### src/rtl/vga_sync_receiver_if.sv
// Link-side bundle for the VGA sync receiver.
// master drives syncs and colour and observes the recovered timing; slave is the receiver.
interface vga_sync_receiver_if;
    logic       hSync;
    logic       vSync;
    logic [2:0] colorIn;
    logic       locked;
    logic       pixelValid;
    logic [8:0] row;
    logic [9:0] column;
    logic [2:0] pixelColor;
    logic       frameStart;
    logic       hErr;
    logic       vErr;
    logic [7:0] errCount;

    modport master (
        output hSync, vSync, colorIn,
        input  locked, pixelValid, row, column, pixelColor,
        input  frameStart, hErr, vErr, errCount
    );

    modport slave (
        input  hSync, vSync, colorIn,
        output locked, pixelValid, row, column, pixelColor,
        output frameStart, hErr, vErr, errCount
    );
endinterface

### src/rtl/vga_sync_receiver.sv
// VGA sync receiver: recovers row/column of visible pixels from hSync/vSync/colour
// and checks line and frame periods, locking only after consistent timing.
module vga_sync_receiver #(
    parameter int unsigned H_VISIBLE = 640,
    parameter int unsigned H_FRONT   = 16,
    parameter int unsigned H_SYNC    = 96,
    parameter int unsigned H_BACK    = 48,
    parameter int unsigned V_VISIBLE = 480,
    parameter int unsigned V_FRONT   = 10,
    parameter int unsigned V_SYNC    = 2,
    parameter int unsigned V_BACK    = 33,
    parameter bit          SYNC_POL  = 1'b0
) (
    input  logic               clk,
    input  logic               rst,
    vga_sync_receiver_if.slave bus
);
    localparam int unsigned H_TOTAL = H_VISIBLE + H_FRONT + H_SYNC + H_BACK;
    localparam int unsigned V_TOTAL = V_VISIBLE + V_FRONT + V_SYNC + V_BACK;

    localparam logic [10:0] H_LAST   = 11'(H_TOTAL - 1);
    localparam logic [10:0] V_LAST   = 11'(V_TOTAL - 1);
    localparam logic [10:0] H_START  = 11'(H_SYNC + H_BACK);
    localparam logic [10:0] H_END    = 11'(H_SYNC + H_BACK + H_VISIBLE);
    localparam logic [10:0] V_START  = 11'(V_SYNC + V_BACK);
    localparam logic [10:0] V_END    = 11'(V_SYNC + V_BACK + V_VISIBLE);
    localparam logic [10:0] TIMEOUT  = 11'(2 * H_TOTAL - 1);
    localparam logic [10:0] CNT_MAX  = '1;

    typedef enum logic [1:0] {
        SEARCH,
        H_OK,
        LOCKED
    } state_t;

    state_t      state, state_nx;

    logic        hs_r, hs_p, vs_r, vs_p;
    logic [2:0]  col_r, col2;
    logic [10:0] hCount, vCount;
    logic        anchor_f;
    logic        have_prev, have_prev_nx;
    logic [1:0]  good_cnt, good_nx;
    logic        measuring, meas_nx;
    logic        herr2, herr_nx;
    logic        verr2, verr_nx;
    logic        fs2, fs_nx;

    logic        h_edge, v_edge, frame_anchor, line_ok, frame_ok, timeout;
    logic        in_win, valid;

    assign h_edge       = (hs_r == SYNC_POL) && (hs_p != SYNC_POL);
    assign v_edge       = (vs_r == SYNC_POL) && (vs_p != SYNC_POL);
    // A pending vSync (or one arriving now) is resolved at the next line start,
    // so mid-line and line-start vSync produce the same line numbering.
    assign frame_anchor = h_edge && (anchor_f || v_edge);
    assign line_ok      = (hCount == H_LAST);
    assign frame_ok     = (vCount == V_LAST);
    assign timeout      = (state != SEARCH) && !h_edge && (hCount == TIMEOUT);

    always_ff @(posedge clk or posedge rst) begin
        if (rst) begin
            hs_r  <= 1'b0;
            hs_p  <= 1'b0;
            vs_r  <= 1'b0;
            vs_p  <= 1'b0;
            col_r <= '0;
        end else begin
            hs_r  <= bus.hSync;
            hs_p  <= hs_r;
            vs_r  <= bus.vSync;
            vs_p  <= vs_r;
            col_r <= bus.colorIn;
        end
    end

    always_ff @(posedge clk or posedge rst) begin
        if (rst) begin
            col2     <= '0;
            hCount   <= '0;
            vCount   <= '0;
            anchor_f <= 1'b0;
        end else begin
            col2 <= col_r;
            if (h_edge)
                hCount <= '0;
            else if (hCount != CNT_MAX)
                hCount <= hCount + 11'd1;

            if (frame_anchor)
                vCount <= '0;
            else if (h_edge && vCount != CNT_MAX)
                vCount <= vCount + 11'd1;

            if (frame_anchor)
                anchor_f <= 1'b0;
            else if (v_edge)
                anchor_f <= 1'b1;
        end
    end

    always_ff @(posedge clk or posedge rst) begin
        if (rst) begin
            state     <= SEARCH;
            have_prev <= 1'b0;
            good_cnt  <= '0;
            measuring <= 1'b0;
            herr2     <= 1'b0;
            verr2     <= 1'b0;
            fs2       <= 1'b0;
        end else begin
            state     <= state_nx;
            have_prev <= have_prev_nx;
            good_cnt  <= good_nx;
            measuring <= meas_nx;
            herr2     <= herr_nx;
            verr2     <= verr_nx;
            fs2       <= fs_nx;
        end
    end

    always_comb begin
        state_nx     = state;
        have_prev_nx = have_prev;
        good_nx      = good_cnt;
        meas_nx      = measuring;
        herr_nx      = 1'b0;
        verr_nx      = 1'b0;
        fs_nx        = 1'b0;

        case (state)
            SEARCH: begin
                if (h_edge) begin
                    if (!have_prev) begin
                        have_prev_nx = 1'b1;
                    end else if (line_ok) begin
                        if (good_cnt == 2'd1) begin
                            state_nx = H_OK;
                            good_nx  = '0;
                            meas_nx  = 1'b0;
                        end else begin
                            good_nx = good_cnt + 2'd1;
                        end
                    end else begin
                        good_nx = '0;
                    end
                end
            end
            H_OK: begin
                if (frame_anchor) begin
                    if (!measuring)
                        meas_nx = 1'b1;
                    else if (frame_ok)
                        state_nx = LOCKED;
                    else
                        verr_nx = 1'b1;
                end
            end
            LOCKED: begin
                if (frame_anchor) begin
                    if (frame_ok) begin
                        fs_nx = 1'b1;
                    end else begin
                        verr_nx  = 1'b1;
                        state_nx = H_OK;
                        meas_nx  = 1'b1;
                    end
                end
            end
            default: state_nx = SEARCH;
        endcase

        // Line-period failures override any frame decision taken above.
        if ((state != SEARCH) && ((h_edge && !line_ok) || timeout)) begin
            herr_nx      = 1'b1;
            fs_nx        = 1'b0;
            state_nx     = SEARCH;
            have_prev_nx = 1'b0;
            good_nx      = '0;
        end
    end

    assign in_win = (hCount >= H_START) && (hCount < H_END) &&
                    (vCount >= V_START) && (vCount < V_END);
    assign valid  = (state == LOCKED) && in_win;

    always_ff @(posedge clk or posedge rst) begin
        if (rst) begin
            bus.locked     <= 1'b0;
            bus.pixelValid <= 1'b0;
            bus.row        <= '0;
            bus.column     <= '0;
            bus.pixelColor <= '0;
            bus.frameStart <= 1'b0;
            bus.hErr       <= 1'b0;
            bus.vErr       <= 1'b0;
            bus.errCount   <= '0;
        end else begin
            bus.locked     <= (state == LOCKED);
            bus.pixelValid <= valid;
            bus.row        <= valid ? 9'(vCount - V_START) : '0;
            bus.column     <= valid ? 10'(hCount - H_START) : '0;
            bus.pixelColor <= valid ? col2 : '0;
            bus.frameStart <= fs2;
            bus.hErr       <= herr2;
            bus.vErr       <= verr2;
            if ((herr2 || verr2) && (bus.errCount != '1))
                bus.errCount <= bus.errCount + 8'd1;
        end
    end
endmodule

### src/flat_wrapper.sv
// flat-port wrapper written by rule: the top's interface ports become plain ports
module vga_sync_receiver_flat 
#(
    parameter int unsigned H_VISIBLE = 640,
    parameter int unsigned H_FRONT   = 16,
    parameter int unsigned H_SYNC    = 96,
    parameter int unsigned H_BACK    = 48,
    parameter int unsigned V_VISIBLE = 480,
    parameter int unsigned V_FRONT   = 10,
    parameter int unsigned V_SYNC    = 2,
    parameter int unsigned V_BACK    = 33,
    parameter bit          SYNC_POL  = 1'b0
)
  (clk, rst, bus_hSync, bus_vSync, bus_colorIn, bus_locked, bus_pixelValid, bus_row, bus_column, bus_pixelColor, bus_frameStart, bus_hErr, bus_vErr, bus_errCount);
  vga_sync_receiver_if bus_i ();
  input  logic clk;
  input  logic rst;
  input wire logic [$bits(bus_i.hSync)-1:0] bus_hSync;
  input wire logic [$bits(bus_i.vSync)-1:0] bus_vSync;
  input wire logic [$bits(bus_i.colorIn)-1:0] bus_colorIn;
  output wire logic [$bits(bus_i.locked)-1:0] bus_locked;
  output wire logic [$bits(bus_i.pixelValid)-1:0] bus_pixelValid;
  output wire logic [$bits(bus_i.row)-1:0] bus_row;
  output wire logic [$bits(bus_i.column)-1:0] bus_column;
  output wire logic [$bits(bus_i.pixelColor)-1:0] bus_pixelColor;
  output wire logic [$bits(bus_i.frameStart)-1:0] bus_frameStart;
  output wire logic [$bits(bus_i.hErr)-1:0] bus_hErr;
  output wire logic [$bits(bus_i.vErr)-1:0] bus_vErr;
  output wire logic [$bits(bus_i.errCount)-1:0] bus_errCount;
  assign bus_i.hSync = bus_hSync;
  assign bus_i.vSync = bus_vSync;
  assign bus_i.colorIn = bus_colorIn;
  assign bus_locked = bus_i.locked;
  assign bus_pixelValid = bus_i.pixelValid;
  assign bus_row = bus_i.row;
  assign bus_column = bus_i.column;
  assign bus_pixelColor = bus_i.pixelColor;
  assign bus_frameStart = bus_i.frameStart;
  assign bus_hErr = bus_i.hErr;
  assign bus_vErr = bus_i.vErr;
  assign bus_errCount = bus_i.errCount;
  vga_sync_receiver #(.H_VISIBLE(H_VISIBLE), .H_FRONT(H_FRONT), .H_SYNC(H_SYNC), .H_BACK(H_BACK), .V_VISIBLE(V_VISIBLE), .V_FRONT(V_FRONT), .V_SYNC(V_SYNC), .V_BACK(V_BACK), .SYNC_POL(SYNC_POL)) u_core (.clk(clk), .rst(rst), .bus(bus_i));
endmodule
### config.mk
export PLATFORM = sky130hd
export DESIGN_NAME = vga_sync_receiver_flat
export DESIGN_NICKNAME = d
export VERILOG_FILES = /design/src/rtl/vga_sync_receiver_if.sv /design/src/rtl/vga_sync_receiver.sv /design/src/flat_wrapper.sv
export SDC_FILE = /design/constraint.sdc
export NUM_CORES = 1
export LEC_CHECK = 0
export CAP_MARGIN = 10
export CORE_MARGIN = 2
export CORE_UTILIZATION = 52
export CTS_BUF_LIST = sky130_fd_sc_hd__clkbuf_4
export DETAILED_ROUTE_END_ITERATION = 6
export PLACE_DENSITY = 0.9
export SYNTH_ARGS = -nofsm -noshare
export SYNTH_HDL_FRONTEND = slang
export SYNTH_SLANG_ARGS = --single-unit
export TNS_END_PERCENT = 1
### constraint.sdc
create_clock -name clk -period 2.4 [get_ports clk]
set_input_delay 0.48 -clock clk [delete_from_list [all_inputs] [get_ports clk]]
set_output_delay 0.48 -clock clk [all_outputs]
set_load 0.01 [all_outputs]
Word level (Yosys, flattened, before mapping)
Cells that the tools add are included.
{"block": "word_totals", "regBits": 77, "input_bits": 7, "output_inout_bits": 35, "word_cells": 140}
{"block": "op_classes", "n_addsub": 6, "n_lt_le_gt_ge": 4, "eq_ne": 25, "mux": 47, "bitwise_logic": 2, "reduce_logical": 31}
{"cell": "$mux 11", "count": 4}
{"cell": "$mux 2", "count": 16}
{"cell": "$ne 3x1->1 const B", "count": 8}
{"cell": "$add 11x1->11 const B", "count": 2}
{"cell": "$eq 11x10->1 const B", "count": 2}
{"cell": "$lt 11x10->1 const B", "count": 2}
{"cell": "$ne 11x11->1 const B", "count": 2}
{"cell": "$mux 1", "count": 21}
{"cell": "$reduce_bool 2->1", "count": 7}
{"cell": "$logic_and 1x1->1", "count": 13}
{"cell": "$ne 2x1->1 const B", "count": 6}
{"cell": "$eq 11x11->1 const B", "count": 1}
{"cell": "$ge 11x6->1 const B", "count": 1}
{"cell": "$ge 11x8->1 const B", "count": 1}
{"cell": "$mux 10", "count": 1}
{"cell": "$sub 10x8->10 const B", "count": 1}
{"cell": "$mux 9", "count": 1}
{"cell": "$reduce_and 9->1", "count": 1}
{"cell": "$sub 9x6->9 const B", "count": 1}
{"cell": "$add 8x1->8 const B", "count": 1}
{"cell": "$ne 8x8->1 const B", "count": 1}
{"cell": "$reduce_and 8->1", "count": 1}
{"cell": "$pmux 2 s3", "count": 1}
{"cell": "$eq 2x1->1 const B", "count": 2}
{"cell": "other kinds (14)", "count": 18}

Depth between registers and ports, before layout
{"block": "logic_depth", "ltp_word": 9, "ltp_mapped": 8, "ltp_nobuf": 7}

Least setup slack after synthesis
Ideal clock, no wire load.
{"block": "synth_timing", "path_kind": "flip-flop to flip-flop", "start": "register u_core.vCount[5]", "end": "register u_core.vCount[8]", "setup_time_ps": 67, "t_arrival_ps": 1772, "required_time_ps": 2333, "slack_ps": 561, "path_stages_with_launch": 9, "path_buffers": 3, "synth_period_minus_slack_ps": 1839, "cell_sequence": "dfrtp_1 -> buf_6 -> and4_4 -> and4_4 -> buf_6 -> a21o_1 -> buf_6 -> or4_1 -> nand2_1"}
{"block": "synth_between", "elab_chain_cells": 3, "word_cells_on_any_way": 6, "cone_classes": "add/sub: 1; eq/ne: 1; mux: 2; reduce/logical: 2"}
{"item": "start, declared", "line_no": "vga_sync_receiver.sv:40", "source": "logic [10:0] hCount, vCount;"}
{"item": "start signal, assigned", "line_no": "vga_sync_receiver.sv:93", "source": "vCount <= vCount + 11'd1;"}
{"item": "$add 11x1->11 / $ne 11x11->1 (equally long branches)", "line_no": "vga_sync_receiver.sv:93, vga_sync_receiver.sv:92"}
{"item": "$mux 11 / $logic_and 1x1->1 (equally long branches)", "line_no": "vga_sync_receiver.sv:92", "source": "else if (h_edge && vCount != CNT_MAX)"}
{"item": "$mux 11 / $reduce_bool 2->1 (equally long branches)"}
Parallel ways exist; a longest one is shown, timed or not. The select of a mux whose other input is x is not followed.
A chain may end at the register's enable or synchronous reset.

Worst setup path in the final report
{"block": "layout_timing", "start": "register u_core.hCount[6]", "end": "register u_core.bus.column[7]"}
{"block": "layout_between", "elab_chain_cells": 6, "word_cells_on_any_way": 8, "cone_classes": "add/sub: 1; order compare: 2; mux: 1; reduce/logical: 4"}
{"item": "start, declared", "line_no": "vga_sync_receiver.sv:40"}
{"item": "start signal, assigned", "line_no": "vga_sync_receiver.sv:88", "source": "hCount <= hCount + 11'd1;"}
{"item": "$ge 11x8->1 / $lt 11x10->1 (equally long branches)", "line_no": "vga_sync_receiver.sv:183", "source": "assign in_win = (hCount >= H_START) && (hCount < H_END) &&"}
{"item": "$logic_and 1x1->1 (2 in a row)", "line_no": "vga_sync_receiver.sv:183"}
{"item": "$logic_and 1x1->1", "line_no": "vga_sync_receiver.sv:184", "source": "(vCount >= V_START) && (vCount < V_END);"}
{"item": "$logic_and 1x1->1", "line_no": "vga_sync_receiver.sv:185", "source": "assign valid = (state == LOCKED) && in_win;"}
{"item": "$mux 10 (*)", "line_no": "vga_sync_receiver.sv:202", "source": "bus.column <= valid ? 10'(hCount - H_START) : '0;"}
{"item": "end signal, assigned", "line_no": "vga_sync_receiver.sv:202"}
{"item": "end, declared", "line_no": "vga_sync_receiver_if.sv:25", "source": "output locked, pixelValid, row, column, pixelColor,"}
Mark *: on every way between the ends. The rest lies on a longest branch, timed or not.

==> flow_metrics.py <==
metrics = {
    "floorplan": {
        "start_util_pct": 54.5,
        "dieArea_sq_um": 7400,
        "fp-row-count": 29,
        "die_w_um": 86.1,
        "ios": 42,
        "die_height_um": 86.1,
        "coreArea_sq_um": 6420,
    },
    "route": {
        "drc": 0,
        "dr.pass1.iters": 4,
        "drt-wirelength-per-cell_um": 14.9,
        "drtIter0Drc": 186,
        "ant_nets": 0,
        "postRouteWirelength_mm": 6.76,
        "viasPerCell": 5.64,
        "vias": 2555,
    },
    "hold_path": {
        "hold_class": "flop to flop",
    },
    "synthesis": {
        "synthCells": 329,
        "synth_ff_type": "dfrtp_1",
        "ys_ff_latch": 77,
        "synth.largest_area_cell": "dfrtp_1",
        "yosysUniqueCellTypes": 49,
        "synth_edf_count": 0,
        "avgSynthCellArea_sq_um": 10.6,
        "synth_area_sq_um": 3500,
        "yosys_warnings": 0,
        "synth_area_leaders": "dfrtp_1 (55%), nor2_1 (5.4%), xnor2_1 (5.0%), ha_1 (4.6%), inv_1 (1.9%)",
        "synth_top_area_share_pct": 55.0,
        "synth-seq-area-share_pct": 55.0,
        "synth_nets": 349,
        "async_reset_ff_share_pct": 100,
    },
    "sta": {
        "relSlewSlack_pct": 59.7,
        "rsz0062_at_grt": "no",
        "hold_viol_final": 0,
        "tightest_slew_ps": 597,
        "whs_ps": 365,
        "min_period_ps": 2190,
        "tns_ps": 0,
        "fin_skew_ps": 14.5,
        "drv_slew": 0,
        "fmax_mhz": 456,
        "setup_viol": 0,
        "post-route-period-util_pct": 91.4,
    },
    "critical_path": {
        "rr_worst_depth": 6,
        "r2r-end": "u_core.bus.column[7]$_DFF_PP0_",
        "path_class": "flop to flop",
        "rrSetupSlack_ps": 210,
        "cp_data_required_time_ps": 2720,
        "startpoint_type": "flop",
        "cp.depth": 6,
        "crit_arrival_ps": 2510,
        "worstSetupStartpoint": "u_core.hCount[6]$_DFFE_PP0P_",
        "critPathTopFamily": "simple AND/OR/NAND/NOR gates",
        "cp.buffers_inverters": 1,
        "crit_fanout": 11,
        "crit_path_end": "u_core.bus.column[7]$_DFF_PP0_",
        "crit_slowest_cell": "dfrtp_1",
        "rr_startpoint": "u_core.hCount[6]$_DFFE_PP0P_",
        "cp_cell_sequence": "nor4_1 -> o221ai_1 -> a21oi_1 -> o211ai_1 -> buf_4 -> nor3_1",
        "max_stage_delay_ps": 550,
        "critPathCaptureType": "flop",
    },
    "layout": {
        "layout_common_cells": "dfrtp_1 (77), nor2_1 (50), clkdlybuf4s50_1 (41)",
        "multi_input_area_sq_um": 1410,
        "fin_nets": 391,
        "post-route-util_pct": 63.7,
        "diodes": 0,
        "seqCellArea_sq_um": 1930,
        "drive_above_1_share_pct": 8.24,
        "areaGrowthSynthToFinish_pct": 16.8,
        "fillers": 488,
        "final_common_cell": "dfrtp_1",
    },
    "pwr": {
        "switching_share_pct": 27.7,
        "comb_power_share_pct": 8.5,
        "seqPwrFrac_pct": 62.3,
        "p_switching_mw": 0.621,
        "clkPwrFrac_pct": 29.1,
        "finalPower_mw": 2.24,
        "p_leak_nw": 1.90,
        "p_int_mw": 1.62,
        "powerDensity_nw_per_um2": 547,
        "ir_worst_vdd_v": 0.000322,
    },
    "outcome": {
        "run_status": "finished, final reports clean",
    },
    "cts": {
        "cts-hold-fix-buffers": 0,
        "cts_buffers": 9,
        "cts.clk_slew.worst_paths_ps": 130,
        "clockBufferDepth": 2,
        "cts_htree_levels": 3,
        "clkSinkCount": 77,
        "root_buffer": "clkbuf_4",
        "clock_latency_ps": 420,
        "cts_tree": "yes",
    },
    "grt": {
        "grt_overflow": 0,
        "grt_pass1_vias": 2543,
        "antenna_found_initial": 0,
        "grt_start_max_net_pins": 43,
        "grt_pass1_wl_mm": 11.5,
        "grt.total_usage_pct": 19.9,
    },
    "place": {
        "dp_hpwl_mm": 4.85,
        "gp_congestion": 0.863,
        "port_buffers": 41,
    },
    "job": {
        "maxCapViolations": 0,
    },
}
[stage by stage]
stage	setup slack [ps]	instance area, sq um	std cells
global placement	359	3970	437
finish	208	4090	453
detailed placement	196	3970	437
global route	61.5	4090	453
CTS	150	4080	453
floorplan	561	3500	329
[flip-flops by register name, summed over array words and instances (netlist names), 2 cells and up]
register and cells:
u_core.col_r 3, u_core.bus.errCount 8, u_core.bus.row 9, u_core.state 2, u_core.col2 3, u_core.bus.pixelColor 3, u_core.bus.column 10, u_core.vCount 11
u_core.hCount 11, u_core.good_cnt 2
[per-layer routing]
metal,up-vias,track usage [%],routed length [um],part of all wire [%]
li1,1224,-,-,-
met2,52,32.2,3430,51
met1,1269,25.5,2980,44
met4,0,8.37,99,1.5
met3,10,5.20,248,3.7
met5,-,0,0,0
[how the worst min path moves through the flow]
stage | depth (start not counted) | startpoint | end | slack (ps)
6_report | 0 | u_core.col_r[1]$_DFF_PP0_ | u_core.col2[1]$_DFF_PP0_ | 370
5_1_grt | 2 | rst | u_core.col_r[2]$_DFF_PP0_ | 380
4_1_cts | 0 | u_core.col_r[1]$_DFF_PP0_ | u_core.col2[1]$_DFF_PP0_ | 370
3_5_place_dp | 0 | u_core.col_r[1]$_DFF_PP0_ | u_core.col2[1]$_DFF_PP0_ | 340
3_3_place_gp | 0 | u_core.col_r[2]$_DFF_PP0_ | u_core.col2[2]$_DFF_PP0_ | 330
2_1_floorplan | 0 | u_core.fs2$_DFF_PP0_ | u_core.bus.frameStart$_DFF_PP0_ | 330
[repair_timing]
item                                    CTS  global route
buffers inserted                          0             0
endpoints found under the setup margin    0             1
resized for setup                         0             1
[logic make-up (layout without fill, tap and decap cells)]
| kind of cell | count (synthesis) | in the layout | share of synthesized area, % |
|---|---|---|---|
| AND/OR/NAND/NOR | 125 | 125 | 18.5 |
| buffers and inverters | 36 | 83 | 4.86 |
| XOR/XNOR | 26 | 26 | 6.50 |
| adder cells (fa/ha/maj) | 13 | 13 | 4.65 |
| multiplexers | 4 | 4 | 1.25 |
| flip-flops | 77 | 77 | 55.0 |
| AO/OA/AOI/OAI | 48 | 48 | 9.22 |
[final cells by class]
cell class                      instances  area share [%]
Multi-Input combinational cell        216            34.5
Tap cell                               77            2.36
Clock buffer                            9            1.65
Timing Repair Buffer                   47            11.4
Sequential cell                        77            47.1
Inverter                               20            1.93
Clock inverter                          7            1.01
[Yosys cell counts (all sizes together), types with 3 or more instances]
master / n
dfrtp: 77
nor2: 50
inv: 20
xnor2: 20
ha: 13
a21oi: 12
nand3: 12
nand2: 11
o21ai: 11
nor3: 10
buf: 8
clkbuf: 8
nand4: 8
xor2: 6
and3: 5
o31ai: 5
nor2b: 4
or3: 4
or4: 4
a41oi: 3
and4: 3
mux2: 3
nor4b: 3
o211ai: 3
[power by group through the flow]
stage	Sequential, mW	Clock, mW	Combinational (mW)
floorplan	1.40	0	0.148
global placement	1.41	0	0.181
detailed placement	1.42	0	0.189
CTS	1.39	0.667	0.192
global route	1.40	0.740	0.218
finish	1.40	0.652	0.191
No activity file was read; power rests on OpenSTA's default activity.
